[src/rtl/tacky_fetch_decode_if.sv]
// Bundle of the fetch/decode front end's external buses: instruction memory
// read port, issue handshake to execute, branch redirect, and halt status.
//   master : the fetch/decode block (drives imem request and issue fields)
//   slave  : the environment (memory, execute stage)
interface tacky_fetch_decode_if;
  logic        imem_req;
  logic [15:0] imem_addr;
  logic        imem_ack;
  logic [15:0] imem_data;
  logic        iss_valid;
  logic        iss_ready;
  logic        iss_pair;
  logic [4:0]  iss_op_l;
  logic [4:0]  iss_op_r;
  logic [2:0]  iss_reg_l;
  logic [2:0]  iss_reg_r;
  logic [15:0] iss_lit_l;
  logic [15:0] iss_lit_r;
  logic [15:0] iss_imm;
  logic [15:0] iss_pc;
  logic [15:0] iss_next_pc;
  logic        redirect_valid;
  logic [15:0] redirect_pc;
  logic        halted;

  modport master (
    output imem_req, imem_addr, input imem_ack, imem_data,
    output iss_valid, iss_pair, iss_op_l, iss_op_r, iss_reg_l, iss_reg_r,
           iss_lit_l, iss_lit_r, iss_imm, iss_pc, iss_next_pc,
    input  iss_ready, redirect_valid, redirect_pc,
    output halted
  );

  modport slave (
    input  imem_req, imem_addr, output imem_ack, imem_data,
    input  iss_valid, iss_pair, iss_op_l, iss_op_r, iss_reg_l, iss_reg_r,
           iss_lit_l, iss_lit_r, iss_imm, iss_pc, iss_next_pc,
    output iss_ready, redirect_valid, redirect_pc,
    input  halted
  );
endinterface

[src/rtl/tacky_fetch_decode.sv]
// Tacky fetch/decode front end. Fetches 16-bit instruction words, splits
// 8-bit pairs into left/right slots, collects lf/li literal words, folds
// pre prefixes into 16-bit immediates, resolves jp8 locally and issues one
// decoded instruction at a time over a valid/ready handshake.
// Ports:
//   clk   : rising-edge clock
//   reset : asynchronous active-high reset
//   bus   : imem read port, issue handshake, redirect input, halted output
module tacky_fetch_decode #(
  parameter logic [15:0] RESET_PC = 16'h0000
) (
  input logic                  clk,
  input logic                  reset,
  tacky_fetch_decode_if.master bus
);

  typedef enum logic [2:0] {
    S_FETCH, S_DECODE, S_LIT_L, S_LIT_R, S_ISSUE, S_HALT
  } state_t;

  localparam logic [4:0] OP_LF  = 5'd2;
  localparam logic [4:0] OP_LI  = 5'd3;
  localparam logic [4:0] OP_PRE = 5'd17;
  localparam logic [4:0] OP_JP8 = 5'd18;
  localparam logic [4:0] OP_SYS = 5'd19;

  state_t      r_state;
  logic [15:0] r_pc, r_ir, r_lit_l, r_lit_r;
  logic [7:0]  r_pre;
  logic        r_req, r_valid, r_halted;

  logic [4:0]  w_top, w_op_r;
  logic        w_pair, w_lit_l, w_lit_r, w_stop, w_redirect, w_take;
  logic [15:0] w_next_pc, w_addr;

  // Decode of the held instruction word; only meaningful once r_ir is loaded.
  assign w_top     = r_ir[15:11];
  assign w_op_r    = r_ir[7:3];
  assign w_pair    = (w_top <= 5'd16);
  assign w_lit_l   = w_pair && (w_top == OP_LF || w_top == OP_LI);
  assign w_lit_r   = w_pair && (w_op_r == OP_LF || w_op_r == OP_LI);
  assign w_stop    = (w_top == OP_SYS) || (w_top >= 5'd24);
  assign w_next_pc = r_pc + 16'd1 + {15'd0, w_lit_l} + {15'd0, w_lit_r};
  assign w_redirect = bus.redirect_valid && (r_state != S_HALT);
  assign w_take    = r_req && bus.imem_ack;

  always_comb begin
    w_addr = r_pc;
    case (r_state)
      S_LIT_L: w_addr = r_pc + 16'd1;
      S_LIT_R: w_addr = r_pc + 16'd1 + {15'd0, w_lit_l};
      default: w_addr = r_pc;
    endcase
  end

  assign bus.imem_req    = r_req;
  assign bus.imem_addr   = w_addr;
  assign bus.halted      = r_halted;
  assign bus.iss_valid   = r_valid;
  // Issue fields are zero whenever nothing is offered.
  assign bus.iss_pair    = r_valid && w_pair;
  assign bus.iss_op_l    = r_valid ? w_top : 5'd0;
  assign bus.iss_reg_l   = r_valid ? r_ir[10:8] : 3'd0;
  assign bus.iss_op_r    = (r_valid && w_pair) ? w_op_r : 5'd0;
  assign bus.iss_reg_r   = (r_valid && w_pair) ? r_ir[2:0] : 3'd0;
  assign bus.iss_lit_l   = (r_valid && w_lit_l) ? r_lit_l : 16'd0;
  assign bus.iss_lit_r   = (r_valid && w_lit_r) ? r_lit_r : 16'd0;
  assign bus.iss_imm     = (r_valid && !w_pair) ? {r_pre, r_ir[7:0]} : 16'd0;
  assign bus.iss_pc      = r_valid ? r_pc : 16'd0;
  assign bus.iss_next_pc = r_valid ? w_next_pc : 16'd0;

  always_ff @(posedge clk or posedge reset) begin
    if (reset) begin
      r_state  <= S_FETCH;
      r_pc     <= RESET_PC;
      r_ir     <= 16'd0;
      r_lit_l  <= 16'd0;
      r_lit_r  <= 16'd0;
      r_pre    <= 8'd0;
      r_req    <= 1'b0;
      r_valid  <= 1'b0;
      r_halted <= 1'b0;
    end else if (w_redirect) begin
      // Drop everything in flight; req stays low for this next cycle so the
      // memory sees a clean break before the new address.
      r_pc    <= bus.redirect_pc;
      r_state <= S_FETCH;
      r_req   <= 1'b0;
      r_valid <= 1'b0;
    end else begin
      case (r_state)
        S_FETCH: begin
          // req is low here only right after reset or a redirect.
          if (!r_req) r_req <= 1'b1;
          else if (bus.imem_ack) begin
            r_ir    <= bus.imem_data;
            r_req   <= 1'b0;
            r_state <= S_DECODE;
          end
        end
        S_DECODE: begin
          if (w_top == OP_PRE) begin
            r_pre   <= r_ir[7:0];
            r_pc    <= r_pc + 16'd1;
            r_req   <= 1'b1;
            r_state <= S_FETCH;
          end else if (w_top == OP_JP8) begin
            r_pc    <= {r_pre, r_ir[7:0]};
            r_req   <= 1'b1;
            r_state <= S_FETCH;
          end else if (w_lit_l) begin
            r_req   <= 1'b1;
            r_state <= S_LIT_L;
          end else if (w_lit_r) begin
            r_req   <= 1'b1;
            r_state <= S_LIT_R;
          end else begin
            r_valid <= 1'b1;
            r_state <= S_ISSUE;
          end
        end
        S_LIT_L: begin
          if (w_take) begin
            r_lit_l <= bus.imem_data;
            if (w_lit_r) r_state <= S_LIT_R;  // req stays up, address moves on
            else begin
              r_req   <= 1'b0;
              r_valid <= 1'b1;
              r_state <= S_ISSUE;
            end
          end
        end
        S_LIT_R: begin
          if (w_take) begin
            r_lit_r <= bus.imem_data;
            r_req   <= 1'b0;
            r_valid <= 1'b1;
            r_state <= S_ISSUE;
          end
        end
        S_ISSUE: begin
          if (bus.iss_ready) begin
            r_valid <= 1'b0;
            r_pc    <= w_next_pc;
            if (w_stop) begin
              r_halted <= 1'b1;
              r_state  <= S_HALT;
            end else begin
              r_req   <= 1'b1;
              r_state <= S_FETCH;
            end
          end
        end
        S_HALT: ;
        default: r_state <= S_FETCH;
      endcase
    end
  end

endmodule

[src/flat_wrapper.sv]
// flat-port wrapper written by rule: the top's interface ports become plain ports
module tacky_fetch_decode_flat 
#(
  parameter logic [15:0] RESET_PC = 16'h0000
)
  (clk, reset, bus_imem_req, bus_imem_addr, bus_imem_ack, bus_imem_data, bus_iss_valid, bus_iss_pair, bus_iss_op_l, bus_iss_op_r, bus_iss_reg_l, bus_iss_reg_r, bus_iss_lit_l, bus_iss_lit_r, bus_iss_imm, bus_iss_pc, bus_iss_next_pc, bus_iss_ready, bus_redirect_valid, bus_redirect_pc, bus_halted);
  tacky_fetch_decode_if bus_i ();
  input logic clk;
  input logic reset;
  output wire logic [$bits(bus_i.imem_req)-1:0] bus_imem_req;
  output wire logic [$bits(bus_i.imem_addr)-1:0] bus_imem_addr;
  input wire logic [$bits(bus_i.imem_ack)-1:0] bus_imem_ack;
  input wire logic [$bits(bus_i.imem_data)-1:0] bus_imem_data;
  output wire logic [$bits(bus_i.iss_valid)-1:0] bus_iss_valid;
  output wire logic [$bits(bus_i.iss_pair)-1:0] bus_iss_pair;
  output wire logic [$bits(bus_i.iss_op_l)-1:0] bus_iss_op_l;
  output wire logic [$bits(bus_i.iss_op_r)-1:0] bus_iss_op_r;
  output wire logic [$bits(bus_i.iss_reg_l)-1:0] bus_iss_reg_l;
  output wire logic [$bits(bus_i.iss_reg_r)-1:0] bus_iss_reg_r;
  output wire logic [$bits(bus_i.iss_lit_l)-1:0] bus_iss_lit_l;
  output wire logic [$bits(bus_i.iss_lit_r)-1:0] bus_iss_lit_r;
  output wire logic [$bits(bus_i.iss_imm)-1:0] bus_iss_imm;
  output wire logic [$bits(bus_i.iss_pc)-1:0] bus_iss_pc;
  output wire logic [$bits(bus_i.iss_next_pc)-1:0] bus_iss_next_pc;
  input wire logic [$bits(bus_i.iss_ready)-1:0] bus_iss_ready;
  input wire logic [$bits(bus_i.redirect_valid)-1:0] bus_redirect_valid;
  input wire logic [$bits(bus_i.redirect_pc)-1:0] bus_redirect_pc;
  output wire logic [$bits(bus_i.halted)-1:0] bus_halted;
  assign bus_imem_req = bus_i.imem_req;
  assign bus_imem_addr = bus_i.imem_addr;
  assign bus_i.imem_ack = bus_imem_ack;
  assign bus_i.imem_data = bus_imem_data;
  assign bus_iss_valid = bus_i.iss_valid;
  assign bus_iss_pair = bus_i.iss_pair;
  assign bus_iss_op_l = bus_i.iss_op_l;
  assign bus_iss_op_r = bus_i.iss_op_r;
  assign bus_iss_reg_l = bus_i.iss_reg_l;
  assign bus_iss_reg_r = bus_i.iss_reg_r;
  assign bus_iss_lit_l = bus_i.iss_lit_l;
  assign bus_iss_lit_r = bus_i.iss_lit_r;
  assign bus_iss_imm = bus_i.iss_imm;
  assign bus_iss_pc = bus_i.iss_pc;
  assign bus_iss_next_pc = bus_i.iss_next_pc;
  assign bus_i.iss_ready = bus_iss_ready;
  assign bus_i.redirect_valid = bus_redirect_valid;
  assign bus_i.redirect_pc = bus_redirect_pc;
  assign bus_halted = bus_i.halted;
  tacky_fetch_decode #(.RESET_PC(RESET_PC)) u_core (.clk(clk), .reset(reset), .bus(bus_i));
endmodule
[config.mk]
export PLATFORM = sky130hd
export DESIGN_NAME = tacky_fetch_decode_flat
export DESIGN_NICKNAME = d
export VERILOG_FILES = /design/src/rtl/tacky_fetch_decode_if.sv /design/src/rtl/tacky_fetch_decode.sv /design/src/flat_wrapper.sv
export SDC_FILE = /design/constraint.sdc
export NUM_CORES = 1
export LEC_CHECK = 0
export CAP_MARGIN = 20
export CORE_ASPECT_RATIO = 1.2
export CORE_MARGIN = 2
export CORE_UTILIZATION = 51
export CTS_BUF_LIST = sky130_fd_sc_hd__clkbuf_4
export DETAILED_ROUTE_END_ITERATION = 10
export PLACE_DENSITY_LB_ADDON = 0.05
export SLEW_MARGIN = 20
export SYNTH_ARGS = -nofsm -noshare
export SYNTH_HDL_FRONTEND = slang
export SYNTH_SLANG_ARGS = --single-unit
[constraint.sdc]
create_clock -name clk -period 4.3 [get_ports clk]
set_clock_uncertainty 0.05 [all_clocks]
set_input_delay 0.43 -clock clk [delete_from_list [all_inputs] [get_ports clk]]
set_output_delay 0.43 -clock clk [all_outputs]
set_load 0.02 [all_outputs]
==> impl_metrics.yaml <==
synthesis:
  yosys-top-cells-area: "dfrtp_1, mux2_2, and2_1, xnor2_1, nor2_1"
  synth.avg_cell_area_um2: 8.78
  synth_top_flop_cell: "dfrtp_1"
  synth_async_sr_flop_share_pct: 100
  syn_nets: 721
  synth_edf_count: 0
  yosys_warnings: 0
  syn_inst: 679
  synth_top_area_share_pct: 32.8
  netlist_area_mm2: 0.00596
  yosysTopAreaCell: "dfrtp_1"
  yosys.cell_types.count: 70
  postSynthRegisterBits: 78
  synth_seq_area_share_pct: 32.8
run:
  drv_cap: 0
clock_network:
  h-tree-depth: 3
  cts_buffer_depth: 2
  clkTransAtPathRegs_ps: 150
  numCtsBuffers: 9
  cts_tree: "yes"
  cts.sinks: 78
  worstSkewPairLatency_ps: 450
  root_buffer: "clkbuf_4"
die:
  start_util_pct: 52.0
  design.core.area_mm2: 0.0115
  num_io_pins: 153
  fp.dieH_um: 122
  die_x_um: 103
  rows: 43
  dieArea_mm2: 0.0126
detailed_routing:
  via_per_inst: 5.95
  post_drt_wl_per_cell_um: 20.1
  drt_iter0_drc: 339
  vias: 6049
  postRouteAntennaNets: 0
  drcViolationCount: 0
  wl_um: 20400
  first_pass_iters: 6
layout:
  fin_area_mm2: 0.00822
  areaGrowthSynthToFinish_pct: 37.9
  insertedDiodeCount: 0
  drive_above_1_share_pct: 21.9
  fin_cells: 1016
  finalNetCount: 896
  post-route-util_pct: 71.7
pwr:
  cellPowerDensity_mw_per_mm2: 567
  peakVddDrop_v: 0.000251
  leakagePower_nw: 3.50
timing:
  hold_viol: 0
  tightest_slew_ps: 923
  setup_violations: 0
  fin_crit_ps: 4220
  rsz0062_at_grt: "yes"
  drv_slew: 0
  fin_ws_ps: 78.4
  fin_crit_sh_pct: 98.2
  clock.fmax_mhz: 237
  maxSlewHeadroom_pct: 38.0
outcome:
  status: "completed"
placed_design:
  gp_congestion: 0.965
  place_inst: 996
  hpwl_um: 15000
  place_area_mm2: 0.00792
  portBuffers: 152
  pre_cts_slack_ps: -74.0
critical_path:
  cp-end-kind: "output pin"
  cp-start-kind: "flip-flop"
  startpoint: "u_core.r_ir[12]"
  cp.arrival_ps: 3740
  reg2reg_to: "u_core.r_pc[15]"
  reg2reg_from: "u_core.r_ir[12]"
  crit_type: "flip-flop to output pin"
  regToRegSetupSlack_ps: 890
  cp_max_fo: 5
  r2r_cells: 14
  crit_required_ps: 3820
grt:
  grt_pass1_vias: 6034
  antenna_found_initial: 0
  grt_first_pass_wirelength_um: 31400
  grt_start_max_net_pins: 32
  grt_util_all_layers_pct: 32.5
  gr-total-overflow: 0
min_path:
  hold_class: "input port to asynchronous set/reset pin"
-- layout by cell type (no fill, tap or decap), types with 4 or more instances in the layout --
cell             count
clkdlybuf4s50_1    137
dfrtp_1             78
nor2_1              72
buf_4               67
and2_1              59
mux2_2              58
a21oi_1             48
and3_1              38
nand2_1             33
xnor2_1             29
o21ai_0             26
xor2_1              22
nand3_1             17
a222oi_1            10
clkbuf_4             9
dlygate4sd2_1        8
inv_1                7
nor3_1               7
a211oi_1             5
a22oi_1              5
or3_1                5
nor4_2               4
nand3b_1             4
or4_1                4
o31ai_1              4
-- state kept, by name (all words and copies together), names as in the netlist --
name	cells
u_core.r_pre	8
u_core.r_state	3
u_core.r_pc	16
u_core.r_lit_l	16
u_core.r_lit_r	16
u_core.bus.halted	1
u_core.r_ir	16
u_core.bus.iss_valid	1
u_core.bus.imem_req	1
-- through the flow --
step           setup TNS (ps)  power (mW)  hold WS [ps]
2_1_floorplan               0        2.96           421
3_3_place_gp            -29.0        3.99           394
3_5_place_dp            -74.0        4.04           398
4_1_cts                 -13.5        4.56           297
5_1_grt                  -300        4.92           326
6_report                    0        4.66           296
-- how the worst max path moves through the flow --
stage | endpoint
floorplan | bus_imem_addr[10]
global placement | bus_iss_next_pc[15]
detailed placement | bus_iss_next_pc[15]
CTS | bus_iss_next_pc[15]
global route | bus_iss_next_pc[15]
finish | bus_iss_next_pc[15]
-- cells by family (layout without fill, tap and decap cells) --
logic type / after synthesis / in the layout / share of synthesized area, %
XOR/XNOR: 57 / 57 / 8.73
multiplexers: 60 / 60 / 11.3
adder cells (fa/ha/maj): 5 / 5 / 1.05
AND/OR/NAND/NOR: 280 / 280 / 26.3
flip-flops: 78 / 78 / 32.8
buffers and inverters: 62 / 242 / 4.66
AO/OA/AOI/OAI: 137 / 137 / 15.2
-- repair_timing --
item / in CTS / in global routing
setup endpoints to repair: 14 / 14
setup buffers: 1 / 3
pin swaps: 1 / 9
hold buffers: 0 / 0
endpoints found under the hold margin: 0 / 0
gates resized for setup: 38 / 16
-- critical path: stages, from the launching register on --
cell	delay (ps)
dfrtp_1	450
or4_4	540
a21o_1	200
inv_2	90
ha_4	140
nand3b_1	80
o22ai_2	190
nor2b_1	140
o21ai_1	100
nand3b_1	270
a211oi_4	290
nand2_2	100
or3_1	390
a21oi_2	170
buf_4	170
-- metal layers --
metal	wire length, µm	GRT usage (%)	vias up
met1	7760	39.0	2901
met2	10200	55.5	315
met3	1610	6.32	68
met4	813	15.4	0
met5	0	0	-
li1	-	-	2765
-- cell usage after synthesis, drive strengths merged (6+ instances only) --
cell and number:
xnor2 32, xor2 24, a222oi 10, dfrtp 78, and2 60, buf 15, nand2 34, inv 9
o21ai 31, clkbuf 38, nor3 10, a211oi 6, nor4b 7, mux2 58, and3 38, nor2 74
a21oi 50, nand3 18, a22oi 6
-- report_power, final --
group	total [mW]	leakage (nW)	switching [mW]	internal [mW]
combinational	2.91	2.40	1.67	1.24
sequential	1.25	1.02	0.302	0.950
clock	0.495	0.0792	0.309	0.187
-- layout make-up --
type,instances,area [µm²]
clock buffers,9,67.6
clock inverters,7,80.1
fillers,920,3240
inverters,9,33.8
multi-input cells,539,3890
flip-flops and latches,78,1950
well taps,157,196
repair buffers,217,1990
No activity file was read; power rests on OpenSTA's default activity.
